===== config.mk =====
export PLATFORM = sky130hd
export DESIGN_NAME = wait_fare_timer
export DESIGN_NICKNAME = d
export VERILOG_FILES = /design/src/rtl/taxi_pkg.sv /design/src/rtl/charge_queue.sv /design/src/rtl/wait_fare_timer.sv
export SDC_FILE = /design/constraint.sdc
export NUM_CORES = 1
export LEC_CHECK = 0
export ABC_AREA = 1
export CAP_MARGIN = 15
export CORE_MARGIN = 1.5
export CORE_UTILIZATION = 45
export CTS_CLUSTER_DIAMETER = 40
export DETAILED_ROUTE_END_ITERATION = 10
export PLACE_DENSITY_LB_ADDON = 0.25
export SETUP_SLACK_MARGIN = 0.3
export SLEW_MARGIN = 5
export SYNTH_ARGS = -nofsm -noshare
export SYNTH_HDL_FRONTEND = slang
export SYNTH_SLANG_ARGS = --single-unit

===== constraint.sdc =====
create_clock -name clk -period 4.17 [get_ports clk]
set_input_delay 0.6255 -clock clk [delete_from_list [all_inputs] [get_ports clk]]
set_output_delay 0.6255 -clock clk [all_outputs]
set_load 0.01 [all_outputs]

===== src/rtl/taxi_pkg.sv =====
// ---------------------------------------------------------------------------
// taxi_pkg
// Shared definitions for the waiting-fare path: FSM state encoding, default
// counter widths and the charge-unit increments fed into the pending queue.
// ---------------------------------------------------------------------------
package taxi_pkg;

  typedef enum logic [1:0] {
    ST_IDLE = 2'd0,
    ST_FREE = 2'd1,
    ST_BILL = 2'd2
  } wf_state_t;

  localparam int unsigned WF_CNT_W  = 8;
  localparam int unsigned WF_PEND_W = 4;

  // Charge units added to the pending counter per billing step.
  localparam logic [1:0] CHARGE_NONE  = 2'd0;
  localparam logic [1:0] CHARGE_DAY   = 2'd1;
  localparam logic [1:0] CHARGE_NIGHT = 2'd2;

endpackage


===== src/rtl/charge_queue.sv =====
// ---------------------------------------------------------------------------
// charge_queue
// Pending charge-unit counter with req/ack handshake towards the fare
// accumulator. Saturates at all-ones; any unit that does not fit sets the
// sticky pend_ovf flag (cleared only by rst).
//
// Ports:
//   clk, rst     clock, asynchronous active-high reset
//   add          charge units to add this cycle (0..2)
//   charge_ack   accumulator takes one unit (honoured only while charge_req)
//   charge_req   registered, high while pending != 0
//   pend_ovf     sticky: a charge unit was lost to saturation
// ---------------------------------------------------------------------------
module charge_queue
  import taxi_pkg::*;
#(
  parameter int unsigned PEND_W = WF_PEND_W
) (
  input  logic       clk,
  input  logic       rst,
  input  logic [1:0] add,
  input  logic       charge_ack,
  output logic       charge_req,
  output logic       pend_ovf
);

  localparam int unsigned SUM_W = PEND_W + 2;
  localparam logic [SUM_W-1:0] PEND_MAX = {2'b00, {PEND_W{1'b1}}};

  logic [PEND_W-1:0] r_pend;
  logic              r_req;
  logic              r_ovf;

  logic              w_ack_ok;
  logic [SUM_W-1:0]  w_sum;
  logic              w_lost;
  logic [PEND_W-1:0] w_pend_nxt;

  // r_req mirrors (r_pend != 0), so an accepted ack never underflows w_sum.
  assign w_ack_ok = charge_ack & r_req;

  always_comb begin
    w_sum      = SUM_W'(r_pend) + SUM_W'(add) - SUM_W'(w_ack_ok);
    w_lost     = (w_sum > PEND_MAX);
    w_pend_nxt = w_lost ? '1 : w_sum[PEND_W-1:0];
  end

  always_ff @(posedge clk or posedge rst) begin
    if (rst) begin
      r_pend <= '0;
      r_req  <= 1'b0;
      r_ovf  <= 1'b0;
    end else begin
      r_pend <= w_pend_nxt;
      r_req  <= (w_pend_nxt != '0);
      r_ovf  <= r_ovf | w_lost;
    end
  end

  assign charge_req = r_req;
  assign pend_ovf   = r_ovf;

endmodule


===== src/rtl/wait_fare_timer.sv =====
// ---------------------------------------------------------------------------
// wait_fare_timer
// Counts waiting minutes (engaged and stopped) from the divider's minute
// strobe, skips a free-wait window, then turns every BILL_STEP billed minutes
// into charge units handed to the fare accumulator via charge_req/ack.
// sat feeds the divider's max input so it stops once wait_min is full.
//
// Optional feature (macro NIGHT_RATE_EN): adds input `night`; while high each
// billing step adds 2 charge units instead of 1.
//
// Ports:
//   clk, rst     clock, asynchronous active-high reset
//   en           trip in service; low ends the trip
//   moving       vehicle moving; minutes not counted
//   min_pulse    one-cycle minute strobe
//   night        (NIGHT_RATE_EN only) double-rate billing
//   charge_ack   accumulator accepts one charge unit
//   charge_req   at least one charge unit pending
//   wait_min     waiting minutes this trip
//   sat          wait_min is all-ones
//   billing      FSM in BILL
//   pend_ovf     sticky: charge unit lost to pending saturation
// ---------------------------------------------------------------------------
module wait_fare_timer
  import taxi_pkg::*;
#(
  parameter int unsigned FREE_MIN  = 3,
  parameter int unsigned BILL_STEP = 1,
  parameter int unsigned CNT_W     = WF_CNT_W,
  parameter int unsigned PEND_W    = WF_PEND_W
) (
  input  logic             clk,
  input  logic             rst,
  input  logic             en,
  input  logic             moving,
  input  logic             min_pulse,
`ifdef NIGHT_RATE_EN
  input  logic             night,
`endif
  input  logic             charge_ack,
  output logic             charge_req,
  output logic [CNT_W-1:0] wait_min,
  output logic             sat,
  output logic             billing,
  output logic             pend_ovf
);

  localparam int unsigned STEP_W = (BILL_STEP > 1) ? $clog2(BILL_STEP) : 1;
  localparam logic [CNT_W-1:0]  FREE_LAST = (FREE_MIN > 0) ? CNT_W'(FREE_MIN - 1) : '0;
  localparam logic [STEP_W-1:0] STEP_LAST = STEP_W'(BILL_STEP - 1);

  wf_state_t         r_state;
  wf_state_t         w_state_nxt;
  logic [CNT_W-1:0]  r_wait_min;
  logic              r_sat;
  logic [STEP_W-1:0] r_step_cnt;

  logic              w_tick;
  logic [CNT_W-1:0]  w_wait_inc;
  logic              w_step_done;
  logic [1:0]        w_add;

  assign w_tick      = en & ~moving & min_pulse & ~r_sat;
  assign w_wait_inc  = r_wait_min + CNT_W'(1);
  // Only ticks seen while already in BILL are billed; the FREE->BILL tick is free.
  assign w_step_done = (r_state == ST_BILL) && w_tick && (r_step_cnt == STEP_LAST);

  always_comb begin
    w_state_nxt = r_state;
    unique case (r_state)
      ST_IDLE: begin
        if (en) w_state_nxt = (FREE_MIN == 0) ? ST_BILL : ST_FREE;
      end
      ST_FREE: begin
        if (!en)                                   w_state_nxt = ST_IDLE;
        else if (w_tick && r_wait_min == FREE_LAST) w_state_nxt = ST_BILL;
      end
      ST_BILL: begin
        if (!en) w_state_nxt = ST_IDLE;
      end
      default: w_state_nxt = ST_IDLE;
    endcase
  end

  always_ff @(posedge clk or posedge rst) begin
    if (rst) begin
      r_state <= ST_IDLE;
    end else begin
      r_state <= w_state_nxt;
    end
  end

  always_ff @(posedge clk or posedge rst) begin
    if (rst) begin
      r_wait_min <= '0;
      r_sat      <= 1'b0;
      r_step_cnt <= '0;
    end else if (r_state == ST_IDLE) begin
      r_wait_min <= '0;
      r_sat      <= 1'b0;
      r_step_cnt <= '0;
    end else if (w_tick) begin
      // w_tick already excludes r_sat, so the increment never wraps.
      r_wait_min <= w_wait_inc;
      r_sat      <= &w_wait_inc;
      if (r_state == ST_BILL) begin
        r_step_cnt <= w_step_done ? '0 : r_step_cnt + STEP_W'(1);
      end
    end
  end

`ifdef NIGHT_RATE_EN
  assign w_add = !w_step_done ? CHARGE_NONE : (night ? CHARGE_NIGHT : CHARGE_DAY);
`else
  assign w_add = w_step_done ? CHARGE_DAY : CHARGE_NONE;
`endif

  charge_queue #(
    .PEND_W (PEND_W)
  ) u_charge_queue (
    .clk        (clk),
    .rst        (rst),
    .add        (w_add),
    .charge_ack (charge_ack),
    .charge_req (charge_req),
    .pend_ovf   (pend_ovf)
  );

  assign wait_min = r_wait_min;
  assign sat      = r_sat;
  assign billing  = (r_state == ST_BILL);

endmodule


Word level (Yosys, flattened, before mapping) --
Index checks and enable logic that the tools add are counted.
Word-level totals: memory bits (writable) 0, memories kept 0, bits in latches 0, bits of input ports 6, register bits after elaboration 18, ROM bits 0
Operators by class: $add $sub $neg 4, magnitude comparators 1, reduce and logical (&&, ||, !) cells 10, mux-type cells 15, shift operators 0, divide/modulo/power cells 0, multipliers 0, bitwise operators 8, eq/ne operators 6
Operators with widths (count):
- 8-bit 2-to-1 mux | 2
- 8-bit by 1-bit adder with 8-bit output (second input constant) | 1
- 8-bit by 2-bit equality test with 1-bit output (second input constant) | 1
- 2-bit 2-to-1 mux | 4
- 8-bit AND reduction | 1
- 1-bit 2-to-1 mux | 7
- 6-bit by 4-bit > comparator with 1-bit output (second input constant) | 1
- 2-bit case mux with 3 select lines | 1
- 6-bit by 1-bit subtractor with 6-bit output | 1
- 4-bit by 1-bit adder with 5-bit output | 1
- 1-bit AND | 4
- 4-bit 2-to-1 mux | 1
- 2-bit != test (second input constant) | 2
- 2-bit nonzero test | 2
- 4-bit nonzero test | 1
- 1-bit logical AND | 3
- 3-bit != test (second input constant) | 1
- 1-bit NOT | 3
- 3-bit AND reduction | 1
- 2-bit by 1-bit equality test with 1-bit output (second input constant) | 1
- 2-bit equality test (second input constant) | 1
- 2-bit logical NOT | 1
- 2-bit AND reduction | 1
- 1-bit adder (second input constant) | 1
- 1-bit bitwise OR | 1

Logic depth before layout (Yosys ltp) --
Gate-level depths: netlist of run 1.
depth in word-level cells 12, mapped depth 15

By module --
A second synthesis of run 1 with hierarchy kept.
Second synthesis, totals: cell total of the unflattened synthesis 161, area, all modules 1188.6 µm²
By module, submodules not included:
- wait_fare_timer | seq. area each 300.3 µm², instances 1, cells an instance 96, area an instance 700.7 µm²
- charge_queue | seq. area each 150.1 µm², instances 1, cells an instance 65, area an instance 488.0 µm²

Worst setup path after synthesis of run 1 --
OpenSTA, ideal clock, no wires.
path type input to register, from in moving, to reg u_charge_queue.r_ovf (netlist: u_charge_queue.pend_ovf), library setup time 0.124 ns, arrival 2.130 ns, path slack 1.916 ns, stages on the path 12, path through nor2_1 nand2_1 nor4_1 ha_1 ha_1 inv_1 nand2_1 nor2_2 nand2_1 nand2_1 nand2_1 or2_1
Between the ends: longest elaborated chain between the ends 11
Ends and longest elaborated chain:
- start: declaration | line wait_fare_timer.sv:35 | input logic moving,
- 1-bit NOT | line wait_fare_timer.sv:63 | assign w_tick = en & ~moving & min_pulse & ~r_sat;
- 1-bit AND (3 in series) | line wait_fare_timer.sv:63
- 1-bit logical AND (2 in series) | line wait_fare_timer.sv:66 | assign w_step_done = (r_state == ST_BILL) && w_tick && (r_step_cnt == STEP_LAST);
- 1-bit 2-to-1 mux | line wait_fare_timer.sv:115 | assign w_add = w_step_done ? CHARGE_DAY : CHARGE_NONE;
- 4-bit by 1-bit adder with 5-bit output | line charge_queue.sv:43 | w_sum = SUM_W'(r_pend) + SUM_W'(add) - SUM_W'(w_ack_ok);
- 6-bit by 1-bit subtractor with 6-bit output | line charge_queue.sv:43
- 6-bit by 4-bit > comparator with 1-bit output | line charge_queue.sv:44 | w_lost = (w_sum > PEND_MAX);
- 1-bit bitwise OR | line charge_queue.sv:56 | r_ovf <= r_ovf | w_lost;
- end signal: assignment | line charge_queue.sv:56
- end: declaration | line charge_queue.sv:32 | logic r_ovf;
Every way passes these cells. A chain may end at the register's enable or synchronous reset.

Worst setup path in the final report of run 1 --
from in en, to reg u_charge_queue.r_pend[2]
Between the ends: longest elaborated chain between the ends 10
Ends and longest elaborated chain:
- start: declaration | line wait_fare_timer.sv:34 | input logic en,
- 1-bit AND (*) (3 in series) | line wait_fare_timer.sv:63
- 1-bit logical AND (*) (2 in series) | line wait_fare_timer.sv:66
- 1-bit 2-to-1 mux (*) | line wait_fare_timer.sv:115
- 4-bit by 1-bit adder with 5-bit output (*) | line charge_queue.sv:43
- 6-bit by 1-bit subtractor with 6-bit output (*) | line charge_queue.sv:43
- 6-bit by 4-bit > comparator with 1-bit output | line charge_queue.sv:44
- 4-bit 2-to-1 mux (*) | line charge_queue.sv:45 | w_pend_nxt = w_lost ? '1 : w_sum[PEND_W-1:0];
- via u_charge_queue.w_pend_nxt[2] | line charge_queue.sv:37 | logic [PEND_W-1:0] w_pend_nxt;
- end signal: assignment | line charge_queue.sv:54 | r_pend <= w_pend_nxt;
- end: declaration | line charge_queue.sv:30 | logic [PEND_W-1:0] r_pend;
Mark *: on every way through the listed nets, which the timed path passes. The rest lies on a longest branch.

==> flow_summary.json, run 1 <==
{
  "hp-start": "u_charge_queue.pend_ovf",
  "outcome": "finished, final reports clean",
  "synth_area_per_cell_um2": 7.26,
  "ys_seq_area_share_pct": 41.7,
  "drive_above_1_share_pct": 7.65,
  "hold_buffers": 0,
  "ys.flop_type": "dfrtp_1",
  "fin_nets": 183,
  "final_max_slew_viol_count": 0,
  "antenna_found_initial": 0,
  "wire_per_inst_um": 11.1,
  "setup_viol": 0,
  "io_pins": 18,
  "die-height_um": 52.0,
  "synth_cell_type_count": 20,
  "worst_path_max_delay_cell": "clkdlybuf4s50_1",
  "arrival_ns": 2.91,
  "die-area_um2": 2710,
  "worstSetupStartpoint": "en",
  "worstMarginPinSlew_ns": 0.694,
  "post_cts_resized": 0,
  "gr-total-overflow": 0,
  "cpLargestDelayFamily": "simple AND/OR/NAND/NOR gates",
  "grt_max_degree": 19,
  "dpl_cell_area_um2": 1290,
  "place.gp.congestion": 0.898,
  "routed_wl_um": 2210,
  "fin_skew_ns": 0.000900,
  "critPathRequiredTime_ns": 4.41,
  "layout_commonest_cell": "nand2_1",
  "synthesis.nets": 161,
  "ys_ff_latch": 18,
  "fmax_mhz": 375,
  "dieWidth_um": 52.0,
  "antenna_left": 0,
  "avgViaCountPerCell": 5.15,
  "grt_pass1_vias": 934,
  "syn2layout_area_growth_pct": 22.3,
  "core_area_um2": 2230,
  "critPathBufInv": 4,
  "final_cell_mix": "42 x nand2_1, 27 x inv_1, 18 x dfrtp_1",
  "grt_use_total_pct": 19.1,
  "max-cap-violations": 0,
  "clk_path_buf_depth": 2,
  "synth-edff-count": 0,
  "rsz0062_at_grt": "no",
  "drt_first_pass_iters": 4,
  "port_buffers": 17,
  "antenna_cells": 0,
  "post-cts-setup-buffers": 0,
  "period_needed_ns": 2.66,
  "tns_ns": 0,
  "cpPeakStageDelay_ns": 0.51,
  "root_buffer": "clkbuf_4",
  "layout.area.seq_um2": 450,
  "critical_path_class": "input pin to flop",
  "hp-class": "flop to flop",
  "clock-sinks": 18,
  "drt_iter0_drc": 17,
  "cts_buffers": 3,
  "grt_pass1_wl_um": 3860,
  "r2r-start": "sat",
  "relSlewSlack_pct": 53.7,
  "fillCellCount": 212,
  "finalInstanceArea_um2": 1320,
  "htreeDepth": 1,
  "drc": 0,
  "netlist_instances": 149,
  "power.density_nw_per_um2": 379,
  "vias": 1019,
  "holdWs_ns": 0.482,
  "multiInputGateArea_um2": 526,
  "dpl.hpwl_um": 1710,
  "syn_area_um2": 1080,
  "worstPathCellList": "clkdlybuf4s50_1 > nand2_1 > inv_1 > nand2_1 > nor4_1 > ha_1 > ha_1 > inv_1 > o21ai_0 > nor2_1 > nand3_1 > nand2_1 > inv_1 > nand3_1",
  "finalHoldViolCount": 0,
  "rrSetupSlack_ns": 1.87,
  "critPathMaxFanout": 5,
  "startpoint_type": "input pin",
  "p_leak_nw": 0.645,
  "fin_crit_sh_pct": 63.9,
  "start_util_pct": 48.4,
  "rows": 17,
  "worstSetupEndpointType": "flop",
  "synthArstFlopShare_pct": 100,
  "cts_tree": "built",
  "clock_latency_ns": 0.30,
  "ir_worst_vdd_mv": 0.352,
  "clk_pin_slew_ns": 0.11,
  "yosysWarnings": 0
}
==> state kept, by name, summed over array words and instances (netlist names) <==
register and cells:
wait_min 8, u_charge_queue.r_pend 4, r_state 2, r_step_cnt 1
sat 1, u_charge_queue.charge_req 1, u_charge_queue.pend_ovf 1
==> power breakdown <==
group / switching [mW] / internal [mW]
sequential: 0.0245 / 0.202
clock: 0.0580 / 0.0533
combinational: 0.0951 / 0.0680
total: 0.178 / 0.324
==> synthesized netlist by cell type, types with 2 or more instances <==
master | number | area [µm²]
nand2_1 | 42 | 158
nor2_2 | 2 | 12.5
inv_1 | 27 | 101
ha_1 | 6 | 75.1
dfrtp_1 | 18 | 450
nand4_1 | 5 | 31.3
nand2_2 | 3 | 18.8
o22ai_1 | 2 | 12.5
o21ai_0 | 8 | 40.0
nand3_1 | 14 | 70.1
nor2_1 | 13 | 48.8
==> routing by layer <==
metal | up-vias | track usage, % | wire, µm
li1 | 519 | - | -
met1 | 474 | 26.0 | 1090
met2 | 21 | 31.0 | 1010
met3 | 5 | 2.01 | 76
met4 | 0 | 7.89 | 39
met5 | - | 0 | 0
==> area by class of cell <==
type	instances	share of cell area, %
Multi-Input combinational cell	103	39.7
Sequential cell	18	34.1
Inverter	28	7.95
Tap cell	28	2.65
Timing Repair Buffer	17	12.9
Clock buffer	4	2.74
==> final timing paths <==
kind	to	cells past startpoint
min reg2reg	u_charge_queue.pend_ovf	1
max	u_charge_queue.r_pend[2]	14
max reg2reg	u_charge_queue.r_pend[2]	12
min in group asynchronous	u_charge_queue.r_pend[1]	2
min	u_charge_queue.pend_ovf	1
max in group asynchronous	wait_min[0]	2
==> stage by stage <==
step	total power [mW]	util (%)	worst slack, ns	std cells
4_1_cts	0.503	59.2	1.52	198
6_report	0.501	59.2	1.51	198
3_5_place_dp	0.391	57.6	1.22	194
5_1_grt	0.536	59.2	1.28	198
2_1_floorplan	0.340	-	1.92	149
3_3_place_gp	0.384	57.6	1.31	194
==> kinds of logic (layout without fill, tap and decap cells) <==
logic type,after synthesis,count (layout),share of synthesized area [%]
DFF,18,18,41.7
AOI/OAI and AO/OA,12,12,6.02
adders and majority gates,6,6,6.94
and+or+nand+nor,85,85,35.7
buffers and inverters,28,49,9.72
No activity file was read; power rests on OpenSTA's default activity.
==> inputs of run 2 (changes only) <==
- clock period: 4.17 -> 2.4 ns (I/O delays scaled with it)
==> flow_summary.json, run 2 (synthesis results as in run 1) <==
{
  "root_buffer": "clkbuf_4",
  "htreeDepth": 1,
  "worstSetupEndpointType": "flop",
  "cpLargestDelayFamily": "simple AND/OR/NAND/NOR gates",
  "final_max_slew_viol_count": 0,
  "worst_path_max_delay_cell": "dfrtp_1",
  "p_total_mw": 0.970,
  "antenna_cells": 0,
  "ir_worst_vdd_mv": 0.559,
  "final_cell_mix": "37 x nand2_1, 24 x inv_1, 18 x dfrtp_1",
  "worstMarginPinSlew_ns": 0.710,
  "drt_first_pass_iters": 4,
  "grt_use_total_pct": 21.9,
  "fin_cells": 209,
  "reg2regPathDepth": 12,
  "vias": 1083,
  "place.gp.congestion": 0.915,
  "p_leak_nw": 0.699,
  "clock_latency_ns": 0.29,
  "crit_cells": 12,
  "io_pins": 18,
  "grt_pass1_vias": 1067,
  "antenna_found_initial": 0,
  "clk_pin_slew_ns": 0.10,
  "drt_iter0_drc": 24,
  "largest_reg_flops": 8,
  "fin_nets": 195,
  "outcome": "finished, final reports clean",
  "finalInstanceArea_um2": 1490,
  "die-height_um": 52.0,
  "relSlewSlack_pct": 52.6,
  "antenna_left": 0,
  "syn2layout_area_growth_pct": 38.2,
  "routed_wl_um": 2640,
  "port_buffers": 17,
  "die-area_um2": 2710,
  "clk_path_buf_depth": 2,
  "start_util_pct": 48.4,
  "dpl.hpwl_um": 1730,
  "setup_viol": 0,
  "grt_pass1_wl_um": 4430,
  "avgViaCountPerCell": 5.18,
  "worstPathCellList": "nor2_2 > nand2_2 > nor4_4 > ha_4 > ha_4 > inv_4 > nand2_2 > nor2_2 > nand2_1 > nand2_1 > nand2_2 > or2_1",
  "grt_max_degree": 19,
  "layout_commonest_cell": "nand2_1",
  "hp-class": "input pin to async pin",
  "critPathBufInv": 1,
  "startpoint_type": "flop",
  "drc": 0,
  "critPathMaxFanout": 3,
  "period_needed_ns": 1.99,
  "rows": 17,
  "rsz0062_at_grt": "yes",
  "fin_ws_ns": 0.407,
  "gr-total-overflow": 0,
  "dp_slack_ns": -0.137,
  "cts_tree": "built",
  "fin_crit_sh_pct": 83.1,
  "max-cap-violations": 0,
  "finalHoldViolCount": 0,
  "clock-sinks": 18,
  "dpl_cell_area_um2": 1320,
  "drive_above_1_share_pct": 22.7,
  "fmax_mhz": 502,
  "r2r-start": "sat",
  "cpPeakStageDelay_ns": 0.41,
  "worstSetupStartpoint": "sat",
  "critPathRequiredTime_ns": 2.59,
  "crit_top_cell": "nand2_2",
  "fin_skew_ns": 0.00388,
  "power.density_nw_per_um2": 649,
  "arrival_ns": 2.18,
  "core_area_um2": 2230,
  "cts_buffers": 3,
  "dieWidth_um": 52.0,
  "dpl.cell_count": 198,
  "critical_path_class": "flop to flop",
  "wire_per_inst_um": 12.6
}
run 2: cell types whose count changed in the layout (fill, tap and decap cells not counted), sizes merged:
cell | before | now
dlygate4sd2 | 0 | 3
clkbuf | 4 | 3
clkdlybuf4s50 | 17 | 14
buf | 0 | 12
run 2: worst paths after layout:
kind	to	slack, ns
max in group asynchronous	wait_min[3]	1.47
min reg2reg	u_charge_queue.pend_ovf	0.48
max	u_charge_queue.pend_ovf	0.41
min	u_charge_queue.r_pend[1]	0.48
max reg2reg	u_charge_queue.pend_ovf	0.41
min in group clk	u_charge_queue.pend_ovf	0.48
run 2: metrics by stage:
step                      hold WS (ns)  setup TNS [ns]  util, %
after floorplan                  0.299               0        -
after global placement           0.449          -0.211     58.9
after detailed placement         0.457          -0.674     58.9
after CTS                        0.484               0     64.0
after global routing             0.517               0     66.9
final                            0.483               0     66.9
run 2: layout make-up:
cell class	instances	area, µm²
Tap cell	28	35.0
Timing Repair Buffer	29	256
Multi-Input combinational cell	103	622
Inverter	28	108
Fill cell	190	739
Clock buffer	3	22.5
Sequential cell	18	450
run 2: timing repair:
item | CTS | global route
pin swaps | 12 | 15
buffers inserted | 5 | 3
gates resized for setup | 17 | 10
hold buffers | 0 | 0
endpoints found under the setup margin | 6 | 6
run 2: routing by layer:
layer,vias up,global-route usage (%),wire [µm]
li1,536,-,-
met1,501,28.5,1180
met2,38,36.5,1300
met3,8,3.16,102
met4,0,8.77,54
met5,-,0,0
run 2: report_power, final:
part           switching, mW  total [mW]  leakage, nW  internal (mW)
Sequential            0.0666       0.418        0.229          0.352
Combinational          0.214       0.401        0.457          0.188
Clock                 0.0924       0.151       0.0138         0.0584
Total                  0.372       0.970        0.699          0.598
